===== config.mk =====
export PLATFORM = sky130hd
export DESIGN_NAME = i2c_reg_init_seq
export DESIGN_NICKNAME = d
export VERILOG_FILES = /design/src/rtl/i2c_reg_init_seq.sv
export SDC_FILE = /design/constraint.sdc
export NUM_CORES = 1
export LEC_CHECK = 0
export CORE_MARGIN = 4
export CORE_UTILIZATION = 52
export DETAILED_ROUTE_END_ITERATION = 8
export PLACE_DENSITY = 0.84
export SYNTH_ARGS = -nofsm -noshare
export SYNTH_HDL_FRONTEND = slang
export SYNTH_SLANG_ARGS = --single-unit

===== constraint.sdc =====
create_clock -name PT_CK -period 3.2 [get_ports PT_CK]
set_input_delay 0.32 -clock PT_CK [delete_from_list [all_inputs] [get_ports PT_CK]]
set_output_delay 0.32 -clock PT_CK [all_outputs]
set_load 0.01 [all_outputs]

===== src/rtl/i2c_reg_init_seq.sv =====
// Table-driven I2C register-initialisation sequencer: walks {pointer, data} entries,
// runs the write engine's GO/END_OK handshake per write, retries NACKs, reports DONE/ERROR.
module i2c_reg_init_seq #(
  parameter int TBL_AW    = 8,
  parameter int GO_HOLD   = 4,
  parameter int GAP       = 8,
  parameter int MAX_RETRY = 3,
  parameter int TIMEOUT   = 4000
) (
  input  logic              PT_CK,
  input  logic              RESET_N,
  input  logic              START,
  output logic [TBL_AW-1:0] TBL_ADDR,
  input  logic [31:0]       TBL_DATA,
  output logic              GO,
  output logic [15:0]       POINTER,
  output logic [15:0]       WDATA,
  input  logic              END_OK,
  input  logic              ACK_OK,
  output logic              BUSY,
  output logic              DONE,
  output logic              ERROR,
  output logic [TBL_AW-1:0] ERR_ADDR,
  output logic [3:0]        DBG_STATE
);

  localparam int CW = ($clog2(TIMEOUT + 1) > 16) ? $clog2(TIMEOUT + 1) : 16;
  localparam int RW = (MAX_RETRY < 1) ? 1 : $clog2(MAX_RETRY + 1);
  localparam logic [CW-1:0] C_GO_LAST   = CW'(GO_HOLD - 1);
  localparam logic [CW-1:0] C_GAP_LAST  = CW'((GAP < 1) ? 0 : GAP - 1);
  localparam logic [CW-1:0] C_TO_LAST   = CW'(TIMEOUT - 1);
  localparam logic [RW-1:0] C_MAX_RETRY = RW'(MAX_RETRY);

  typedef enum logic [3:0] {
    ST_IDLE      = 4'd0,
    ST_FETCH     = 4'd1,
    ST_DECODE    = 4'd2,
    ST_GO_HI     = 4'd3,
    ST_WAIT_BUSY = 4'd4,
    ST_WAIT_DONE = 4'd5,
    ST_CHECK     = 4'd6,
    ST_GAP_W     = 4'd7,
    ST_DELAY     = 4'd8,
    ST_FINISH    = 4'd9,
    ST_FAIL      = 4'd10
  } state_t;

  state_t            r_state;
  logic [TBL_AW-1:0] r_tbl_addr;
  logic [TBL_AW-1:0] r_err_addr;
  logic [15:0]       r_pointer;
  logic [15:0]       r_wdata;
  logic [CW-1:0]     r_cnt;
  logic [RW-1:0]     r_retry;
  logic              r_retry_pend;
  logic              r_ack_last;
  logic              r_go;
  logic              r_busy;
  logic              r_done;
  logic              r_error;

  logic [15:0] w_ptr;
  logic [15:0] w_data;
  logic        w_last_addr;

  assign w_ptr       = TBL_DATA[31:16];
  assign w_data      = TBL_DATA[15:0];
  assign w_last_addr = (r_tbl_addr == {TBL_AW{1'b1}});

  assign TBL_ADDR  = r_tbl_addr;
  assign GO        = r_go;
  assign POINTER   = r_pointer;
  assign WDATA     = r_wdata;
  assign BUSY      = r_busy;
  assign DONE      = r_done;
  assign ERROR     = r_error;
  assign ERR_ADDR  = r_err_addr;
  assign DBG_STATE = r_state;

  // Handshake: GO is a level held GO_HOLD cycles; the engine then drops END_OK while
  // transferring and raises it when idle again, clearing ACK_OK in that same cycle,
  // so the ACK_OK seen in the last END_OK=0 cycle is the final-byte ACK.
  always_ff @(posedge PT_CK or negedge RESET_N) begin
    if (!RESET_N) begin
      r_state      <= ST_IDLE;
      r_tbl_addr   <= '0;
      r_err_addr   <= '0;
      r_pointer    <= '0;
      r_wdata      <= '0;
      r_cnt        <= '0;
      r_retry      <= '0;
      r_retry_pend <= 1'b0;
      r_ack_last   <= 1'b0;
      r_go         <= 1'b0;
      r_busy       <= 1'b0;
      r_done       <= 1'b0;
      r_error      <= 1'b0;
    end else begin
      case (r_state)
        ST_IDLE: begin
          if (START) begin
            r_error    <= 1'b0;
            r_done     <= 1'b0;
            r_tbl_addr <= '0;
            r_busy     <= 1'b1;
            r_state    <= ST_FETCH;
          end
        end

        ST_FETCH: r_state <= ST_DECODE;

        ST_DECODE: begin
          if (w_ptr == 16'hFFFE) begin
            r_busy  <= 1'b0;
            r_done  <= 1'b1;
            r_state <= ST_FINISH;
          end else if (w_ptr == 16'hFFFF) begin
            r_cnt   <= CW'(w_data);
            r_state <= ST_DELAY;
          end else begin
            r_pointer    <= w_ptr;
            r_wdata      <= w_data;
            r_retry      <= '0;
            r_retry_pend <= 1'b0;
            r_cnt        <= '0;
            r_go         <= 1'b1;
            r_state      <= ST_GO_HI;
          end
        end

        ST_GO_HI: begin
          if (r_cnt == C_GO_LAST) begin
            r_go    <= 1'b0;
            r_cnt   <= '0;
            r_state <= ST_WAIT_BUSY;
          end else begin
            r_cnt <= r_cnt + 1'b1;
          end
        end

        ST_WAIT_BUSY: begin
          if (!END_OK) begin
            r_ack_last <= ACK_OK;
            r_cnt      <= '0;
            r_state    <= ST_WAIT_DONE;
          end else if (r_cnt == C_TO_LAST) begin
            r_busy     <= 1'b0;
            r_done     <= 1'b1;
            r_error    <= 1'b1;
            r_err_addr <= r_tbl_addr;
            r_state    <= ST_FAIL;
          end else begin
            r_cnt <= r_cnt + 1'b1;
          end
        end

        ST_WAIT_DONE: begin
          if (END_OK) begin
            r_state <= ST_CHECK;
          end else begin
            r_ack_last <= ACK_OK;
            if (r_cnt == C_TO_LAST) begin
              r_busy     <= 1'b0;
              r_done     <= 1'b1;
              r_error    <= 1'b1;
              r_err_addr <= r_tbl_addr;
              r_state    <= ST_FAIL;
            end else begin
              r_cnt <= r_cnt + 1'b1;
            end
          end
        end

        ST_CHECK: begin
          r_cnt <= '0;
          if (r_ack_last) begin
            r_retry_pend <= 1'b0;
            r_state      <= ST_GAP_W;
          end else if (r_retry < C_MAX_RETRY) begin
            r_retry      <= r_retry + 1'b1;
            r_retry_pend <= 1'b1;
            r_state      <= ST_GAP_W;
          end else begin
            r_busy     <= 1'b0;
            r_done     <= 1'b1;
            r_error    <= 1'b1;
            r_err_addr <= r_tbl_addr;
            r_state    <= ST_FAIL;
          end
        end

        ST_GAP_W: begin
          if (r_cnt == C_GAP_LAST) begin
            r_cnt <= '0;
            if (r_retry_pend) begin
              r_go    <= 1'b1;
              r_state <= ST_GO_HI;
            end else if (w_last_addr) begin
              r_busy  <= 1'b0;
              r_done  <= 1'b1;
              r_state <= ST_FINISH;
            end else begin
              r_tbl_addr <= r_tbl_addr + 1'b1;
              r_state    <= ST_FETCH;
            end
          end else begin
            r_cnt <= r_cnt + 1'b1;
          end
        end

        ST_DELAY: begin
          if (r_cnt == '0) begin
            if (w_last_addr) begin
              r_busy  <= 1'b0;
              r_done  <= 1'b1;
              r_state <= ST_FINISH;
            end else begin
              r_tbl_addr <= r_tbl_addr + 1'b1;
              r_state    <= ST_FETCH;
            end
          end else begin
            r_cnt <= r_cnt - 1'b1;
          end
        end

        // ERROR and ERR_ADDR deliberately survive the return to IDLE.
        ST_FINISH, ST_FAIL: begin
          if (!START) begin
            r_done  <= 1'b0;
            r_state <= ST_IDLE;
          end
        end

        default: r_state <= ST_IDLE;
      endcase
    end
  end

endmodule


==> results by group, run 1 <==
Timing
  • Final Cycle Share: 88.07%
  • Fin worst setup slack: 0.3816 ns
  • Unrepaired setup endpoints after global routing: false
  • Slew @ Worst Pin: 0.9760 ns
  • Min Tclk post-route: 2.818 ns
  • Final setup violation count: 0
  • Final Skew: 0.01296 ns
  • Final hold violation count: 0
  • Slew Limit Fails: 0
  • Max Fclk: 0.3548 GHz
  • Setup_tns: 0 ns
  • Rel. slew slack: 34.93%

Placed design
  • Dpl ws: 0.4446 ns
  • RD Place Congestion: 0.9868
  • DP HPWL: 9415 um
  • # port buffers: 92

Run status
  • Outcome: complete, no violations

Detailed routing
  • DRT iter0 DRCs: 451
  • Via count: 4539
  • Final wirelength: 13150 um
  • First-pass detailed-route iteration total: 5
  • Wirelength per Cell: 18.01 um
  • DRT antenna net count: 0
  • Drt drc: 0
  • Via/cell ratio: 6.218

Critical path
  • CP cell instances: inv_1 -> ha_1 -> nor4b_1 -> nand4_1 -> a22oi_1 -> nand4_1 -> or4_1 -> o211ai_1
  • Max stage delay on crit path: 0.51 ns
  • CP top delay family: simple AND/OR/NAND/NOR gates
  • Most used cell, CP: nand4_1
  • CP Class: reg2reg
  • Max FO, Critical Path: 9
  • R2R Setup Slk: 0.38 ns
  • CP Data Arrival Time: 3.09 ns
  • Critical path's slowest cell: or4_1
  • Crit path buf inv count: 1
  • Req. time, crit path: 3.47 ns
  • Worst setup SP type: flip-flop
  • Crit end category: flip-flop

Floorplanning
  • Core Area: 8382 um2
  • # rows: 33
  • Die Area: 10370 um2
  • DIE WIDTH: 101.8 um
  • Initial Utilization: 54.61%
  • IO Count: 93
  • Die Y: 101.8 um

Synthesis
  • Ys flop type: dfrtp_1
  • Mapped Avg Cell Area: 8.491 um2
  • Yosys cell types: 72
  • Post-synth EDFFs: 0
  • Sequential share of the synthesized area: 41.55%
  • Synthesized Nets: 580
  • FF+latch count, synth: 76
  • Yosys warns: 0
  • Async S/R FF share, synth: 100.0%
  • Post-Syn Area: 4577 um2
  • Cells after Synth: 539

Cells and area
  • Layout cells sized above 1: 7.360%
  • Final net count: 662
  • Most frequent cells in the layout: nand2_1 (124), clkdlybuf4s50_1 (91), dfrtp_1 (76)
  • Number of diodes: 0
  • Area Growth Syn to Fin: 26.65%
  • Filler cells: 654
  • Most common cell after layout, fill and taps aside: nand2_1

Pwr
  • Worst IR Drop VDD: 0.0004943 V
  • Leakage: 2.539 nW
  • Pwr Density: 875.1 nW/um2

Clocking
  • TritonCTS Buffers: 9
  • Clock Latency Late Sink: 0.36 ns
  • Max Root-Sink Buffers: 2
  • Postcts setup bufs: 0
  • Cts repair resizes: 0
  • Post-CTS Hold Buffers: 0
  • Clock Sink Count: 76
  • CTS Root Cell: clkbuf_8
  • H-tree depth: 3
  • TritonCTS clock tree: yes
  • Clk pin slew, worst setup/hold paths: 0.08 ns

Min path
  • Class of the worst hold path: in2async

Global routing
  • Vias in the first global route: 4430
  • Global Route Usage Sum: 26.55%
  • Grt total ovfl: 0
  • Largest net degree at the start of global routing: 77
  • Initial antenna violation count: 0
  • First-pass GRT wire length: 21920 um

Run
  • Max Cap Viol: 0
==> layout make-up <==
| class | count | area (um2) | area share [%] |
|---|---|---|---|
| clock buffer | 12 | 155.1 | 2.676 |
| clock inverter | 3 | 68.82 | 1.187 |
| inverter | 11 | 41.29 | 0.7123 |
| multi-input combinational | 420 | 2497 | 43.08 |
| sequential | 76 | 1902 | 32.81 |
| tap | 105 | 131.4 | 2.266 |
| timing repair buffer | 103 | 1001 | 17.27 |
==> worst reg2reg max path, stage by stage (launching register included) <==
cell      delay (ns)
dfrtp_1         0.47
inv_1           0.10
ha_1            0.30
nor4b_1         0.28
nand4_1         0.28
a22oi_1         0.36
nand4_1         0.34
or4_1           0.51
o211ai_1        0.11
==> path summary, 6_finish.rpt <==
path,depth (start not counted),to,startpoint
setup / recovery,8,TBL_ADDR[4]$_DFFE_PN0P_,r_cnt[0]$_DFFE_PN0P_
hold reg to reg,2,POINTER[6]$_DFFE_PN0P_,POINTER[6]$_DFFE_PN0P_
min in group PT_CK,2,POINTER[6]$_DFFE_PN0P_,POINTER[6]$_DFFE_PN0P_
hold / removal,1,WDATA[15]$_DFFE_PN0P_,RESET_N
setup reg to reg,8,TBL_ADDR[4]$_DFFE_PN0P_,r_cnt[0]$_DFFE_PN0P_
max in group asynchronous,1,r_cnt[6]$_DFFE_PN0P_,RESET_N
==> Yosys cell counts (3+ instances only) <==
| master | instances | area (um2) |
|---|---|---|
| a211oi_1 | 3 | 22.52 |
| a21boi_0 | 3 | 22.52 |
| a21o_1 | 3 | 22.52 |
| a21oi_1 | 21 | 105.1 |
| a221o_1 | 3 | 30.03 |
| a22o_1 | 4 | 35.03 |
| a22oi_1 | 5 | 37.54 |
| a2bb2oi_1 | 3 | 26.28 |
| a31oi_1 | 6 | 37.54 |
| a32oi_1 | 3 | 26.28 |
| and2_1 | 5 | 31.28 |
| and3_1 | 6 | 37.54 |
| and4_1 | 4 | 35.03 |
| buf_2 | 3 | 15.01 |
| clkbuf_1 | 26 | 97.59 |
| dfrtp_1 | 76 | 1902 |
| ha_1 | 4 | 50.05 |
| inv_1 | 11 | 41.29 |
| mux2_4 | 8 | 120.1 |
| nand2_1 | 124 | 465.5 |
| nand2b_1 | 8 | 50.05 |
| nand3_1 | 13 | 65.06 |
| nand3b_1 | 4 | 30.03 |
| nand4_1 | 14 | 87.58 |
| nor2_1 | 32 | 120.1 |
| nor3_1 | 13 | 65.06 |
| nor3b_1 | 4 | 30.03 |
| nor4_1 | 10 | 62.56 |
| o211ai_1 | 5 | 37.54 |
| o21a_1 | 3 | 22.52 |
| o21ai_0 | 35 | 175.2 |
| o21ai_1 | 11 | 55.05 |
| o22ai_1 | 3 | 18.77 |
| o31ai_1 | 3 | 22.52 |
| or3b_1 | 3 | 26.28 |
| or4_1 | 4 | 30.03 |
| xnor2_1 | 4 | 35.03 |
| xor2_1 | 6 | 52.55 |
==> sequential cells by signal, summed over array words and instances (netlist names) <==
signal / count
ERR_ADDR: 8
DONE: 1
WDATA: 16
r_cnt: 16
r_ack_last: 1
POINTER: 16
r_retry_pend: 1
GO: 1
ERROR: 1
r_retry: 2
TBL_ADDR: 8
BUSY: 1
DBG_STATE: 4
==> metrics by stage <==
step           area (um2)  instances  total power, W  hold WS (ns)  utilization, %
6_report             5797        730        0.005073        0.1214           69.16
3_5_place_dp         5573        715        0.004199        0.4634           66.49
3_3_place_gp         5573        715        0.004138        0.4574           66.49
5_1_grt              5797        730        0.005469        0.1980           69.16
4_1_cts              5797        730        0.005070        0.1488           69.16
2_1_floorplan        4577        539        0.003109       0.02441               -
==> where the power goes <==
group | switching, W | total (W) | internal [W]
Combinational | 0.00146 | 0.00265 | 0.00119
Sequential | 0.000299 | 0.00158 | 0.00128
Clock | 0.000361 | 0.000842 | 0.000481
==> cells by family (layout without fill, tap and decap cells) <==
group,after synthesis,in the layout,share of synthesized area (%)
buffers and inverters,43,129,3.936
muxes,11,11,3.335
DFF,76,76,41.55
xor gates and xnor gates,10,10,1.914
adders and majority gates,4,4,1.094
AOI/OAI and AO/OA,132,132,18.97
and+or+nand+nor,263,263,29.20
==> routing by layer <==
layer,track usage [%],share of wire (%),vias up,wire [um]
li1,-,-,2113,-
met5,0,0,-,0
met3,8.055,11,21,1409
met4,8.577,1.3,0,174
met1,38.26,44,2151,5811
met2,38.48,44,254,5751
Note: power is estimated with default switching activity, not from simulation.
==> run 2, diff against run 1 <==
- CTS_CLUSTER_SIZE: not set -> 25
==> results of run 2 <==
No change in the layout: final DEF, timing and power equal those of run 1.
==> run 3, diff against run 2 <==
- CORE_ASPECT_RATIO: not set -> 0.9
- CTS_CLUSTER_SIZE: 25 -> not set
==> results by group, run 3 (synthesized netlist as in run 1, its figures left out) <==
Global routing
  • Grt total ovfl: 0 (unchanged)
  • Largest net degree at the start of global routing: 77 (unchanged)
  • M3 GR Usage: 7.205% (was 8.055%)
  • Grt met1 use: 37.44% (was 38.26%)
  • First-pass GRT wire length: 21810 um (was 21920 um)
  • Global Route Usage Sum: 25.89% (was 26.55%)
  • Global Route met2 Usage: 37.66% (was 38.48%)
  • Vias in the first global route: 4350 (was 4430)
  • Gr busiest metal: met2 (unchanged)
  • Initial antenna violation count: 0 (unchanged)

Cells and area
  • Finished Cell Area: 5832 um2 (was 5797 um2)
  • Area Growth Syn to Fin: 27.42% (was 26.65%)
  • Most frequent cells in the layout: nand2_1 (124), clkdlybuf4s50_1 (91), dfrtp_1 (76) (unchanged)
  • Final core utilization: 68.06% (was 69.16%)
  • Layout cells sized above 1: 8.254% (was 7.360%)
  • Number of diodes: 0 (unchanged)
  • Final net count: 666 (was 662)
  • Most common cell after layout, fill and taps aside: nand2_1 (unchanged)

Timing
  • Final Cycle Share: 90.47% (was 88.07%)
  • Unrepaired setup endpoints after global routing: false (unchanged)
  • Final hold violation count: 0 (unchanged)
  • Rel. slew slack: 35.00% (was 34.93%)
  • Slew @ Worst Pin: 0.9749 ns (was 0.9760 ns)
  • WHS: 0.06774 ns (was 0.1214 ns)
  • Min Tclk post-route: 2.895 ns (was 2.818 ns)
  • Max Fclk: 0.3454 GHz (was 0.3548 GHz)
  • Final setup violation count: 0 (unchanged)
  • Final Skew: 0.007520 ns (was 0.01296 ns)
  • Slew Limit Fails: 0 (unchanged)
  • Setup_tns: 0 ns (unchanged)

Pwr
  • Psw: 0.002193 W (was 0.002120 W)
  • Comb pwr share: 53.8% (was 52.2%)
  • Tot Pwr: 0.005063 W (was 0.005073 W)
  • Internal power: 0.002870 W (was 0.002952 W)
  • Switch share: 43.31% (was 41.79%)
  • Clock group share of total power: 16.1% (was 16.6%)
  • Seq pwr share: 30.1% (was 31.2%)
  • Worst IR Drop VDD: 0.0004651 V (was 0.0004943 V)
  • Pwr Density: 868.1 nW/um2 (was 875.1 nW/um2)
  • Leakage: 2.554 nW (was 2.539 nW)

Placed design
  • # port buffers: 92 (unchanged)
  • DP HPWL: 9401 um (was 9415 um)
  • Area post-placement: 5620 um2 (was 5573 um2)
  • RD Place Congestion: 0.9612 (was 0.9868)

Detailed routing
  • Wirelength per Cell: 17.72 um (was 18.01 um)
  • Drt drc: 0 (unchanged)
  • Final wirelength: 13280 um (was 13150 um)
  • Via/cell ratio: 6.103 (was 6.218)
  • DRT iter0 DRCs: 375 (was 451)
  • Via count: 4571 (was 4539)
  • First-pass detailed-route iteration total: 5 (unchanged)
  • DRT antenna net count: 0 (unchanged)

Run status
  • Outcome: complete, no violations (unchanged)

Floorplanning
  • # rows: 32 (was 33)
  • Initial Utilization: 53.42% (was 54.61%)
  • IO Count: 93 (unchanged)
  • Die Y: 97.01 um (was 101.8 um)
  • DIE WIDTH: 106.9 um (was 101.8 um)
  • Die Area: 10370 um2 (about the same)
  • Core Area: 8568 um2 (was 8382 um2)

Clocking
  • Clock Latency Late Sink: 0.37 ns (was 0.36 ns)
  • TritonCTS Buffers: 9 (unchanged)
  • Clk pin slew, worst setup/hold paths: 0.10 ns (was 0.08 ns)
  • Cts repair resizes: 0 (unchanged)
  • Post-CTS Hold Buffers: 0 (unchanged)
  • TritonCTS clock tree: yes (unchanged)
  • Postcts setup bufs: 0 (unchanged)
  • H-tree depth: 3 (unchanged)
  • Clock Sink Count: 76 (unchanged)
  • CTS Root Cell: clkbuf_8 (unchanged)
  • Max Root-Sink Buffers: 2 (unchanged)

Critical path
  • Crit end category: flip-flop (unchanged)
  • Max FO, Critical Path: 9 (unchanged)
  • CP Data Arrival Time: 3.19 ns (was 3.09 ns)
  • Worst setup SP type: flip-flop (unchanged)
  • CP Class: reg2reg (unchanged)
  • Req. time, crit path: 3.49 ns (was 3.47 ns)

Min path
  • Class of the worst hold path: in2async (unchanged)

Run
  • Max Cap Viol: 0 (unchanged)
## run 3: critical path: stages, from the launching register on
cell,delay (ns)
dfrtp_1,0.48
inv_1,0.10
ha_1,0.31
nor4b_1,0.27
nand4_1,0.26
a22oi_1,0.41
nand4_1,0.36
or4_1,0.52
o211ai_1,0.10
## run 3: worst paths after layout
path	slack [ns]	cells after the start	start	end
max	0.31	8	r_cnt[0]$_DFFE_PN0P_	TBL_ADDR[4]$_DFFE_PN0P_
min	0.07	1	RESET_N	ERR_ADDR[3]$_DFFE_PN0P_
max reg2reg	0.31	8	r_cnt[0]$_DFFE_PN0P_	TBL_ADDR[4]$_DFFE_PN0P_
min reg2reg	0.48	2	POINTER[12]$_DFFE_PN0P_	POINTER[12]$_DFFE_PN0P_
max in group asynchronous	2.46	1	RESET_N	POINTER[7]$_DFFE_PN0P_
min in group PT_CK	0.48	2	POINTER[12]$_DFFE_PN0P_	POINTER[12]$_DFFE_PN0P_
## run 3: routing by layer
metal | vias to the layer above | part of all wire, % | routed length [um]
li1 | 2125 | - | -
met1 | 2161 | 44 | 5854
met2 | 257 | 45 | 5927
met3 | 28 | 9.6 | 1279
met4 | 0 | 1.6 | 214
met5 | - | 0 | 0
## run 3: per-stage QoR
stage / cells / worst slack [ns]
6_report: 749 / 0.3051
5_1_grt: 749 / 0.1648
4_1_cts: 749 / 0.3920
3_5_place_dp: 733 / 0.4898
3_3_place_gp: 733 / 0.6058
2_1_floorplan: 539 / 0.8305
## run 3: area by class of cell
cell class / count / area (um2)
fillers: 716 / 2736
multi-input cells: 420 / 2497
flip-flops and latches: 76 / 1902
repair buffers: 107 / 1031
well taps: 119 / 148.9
clock buffers: 9 / 123.9
clock inverters: 7 / 87.58
inverters: 11 / 41.29
## run 3: power by group through the flow
stage / logic, W / clock network, W / registers (W)
final: 0.00272 / 0.000815 / 0.00153
after floorplan: 0.00148 / 0 / 0.00163
after detailed placement: 0.00268 / 0 / 0.00153
after global routing: 0.00299 / 0.000868 / 0.00156
after CTS: 0.00270 / 0.000825 / 0.00152
after global placement: 0.00264 / 0 / 0.00151
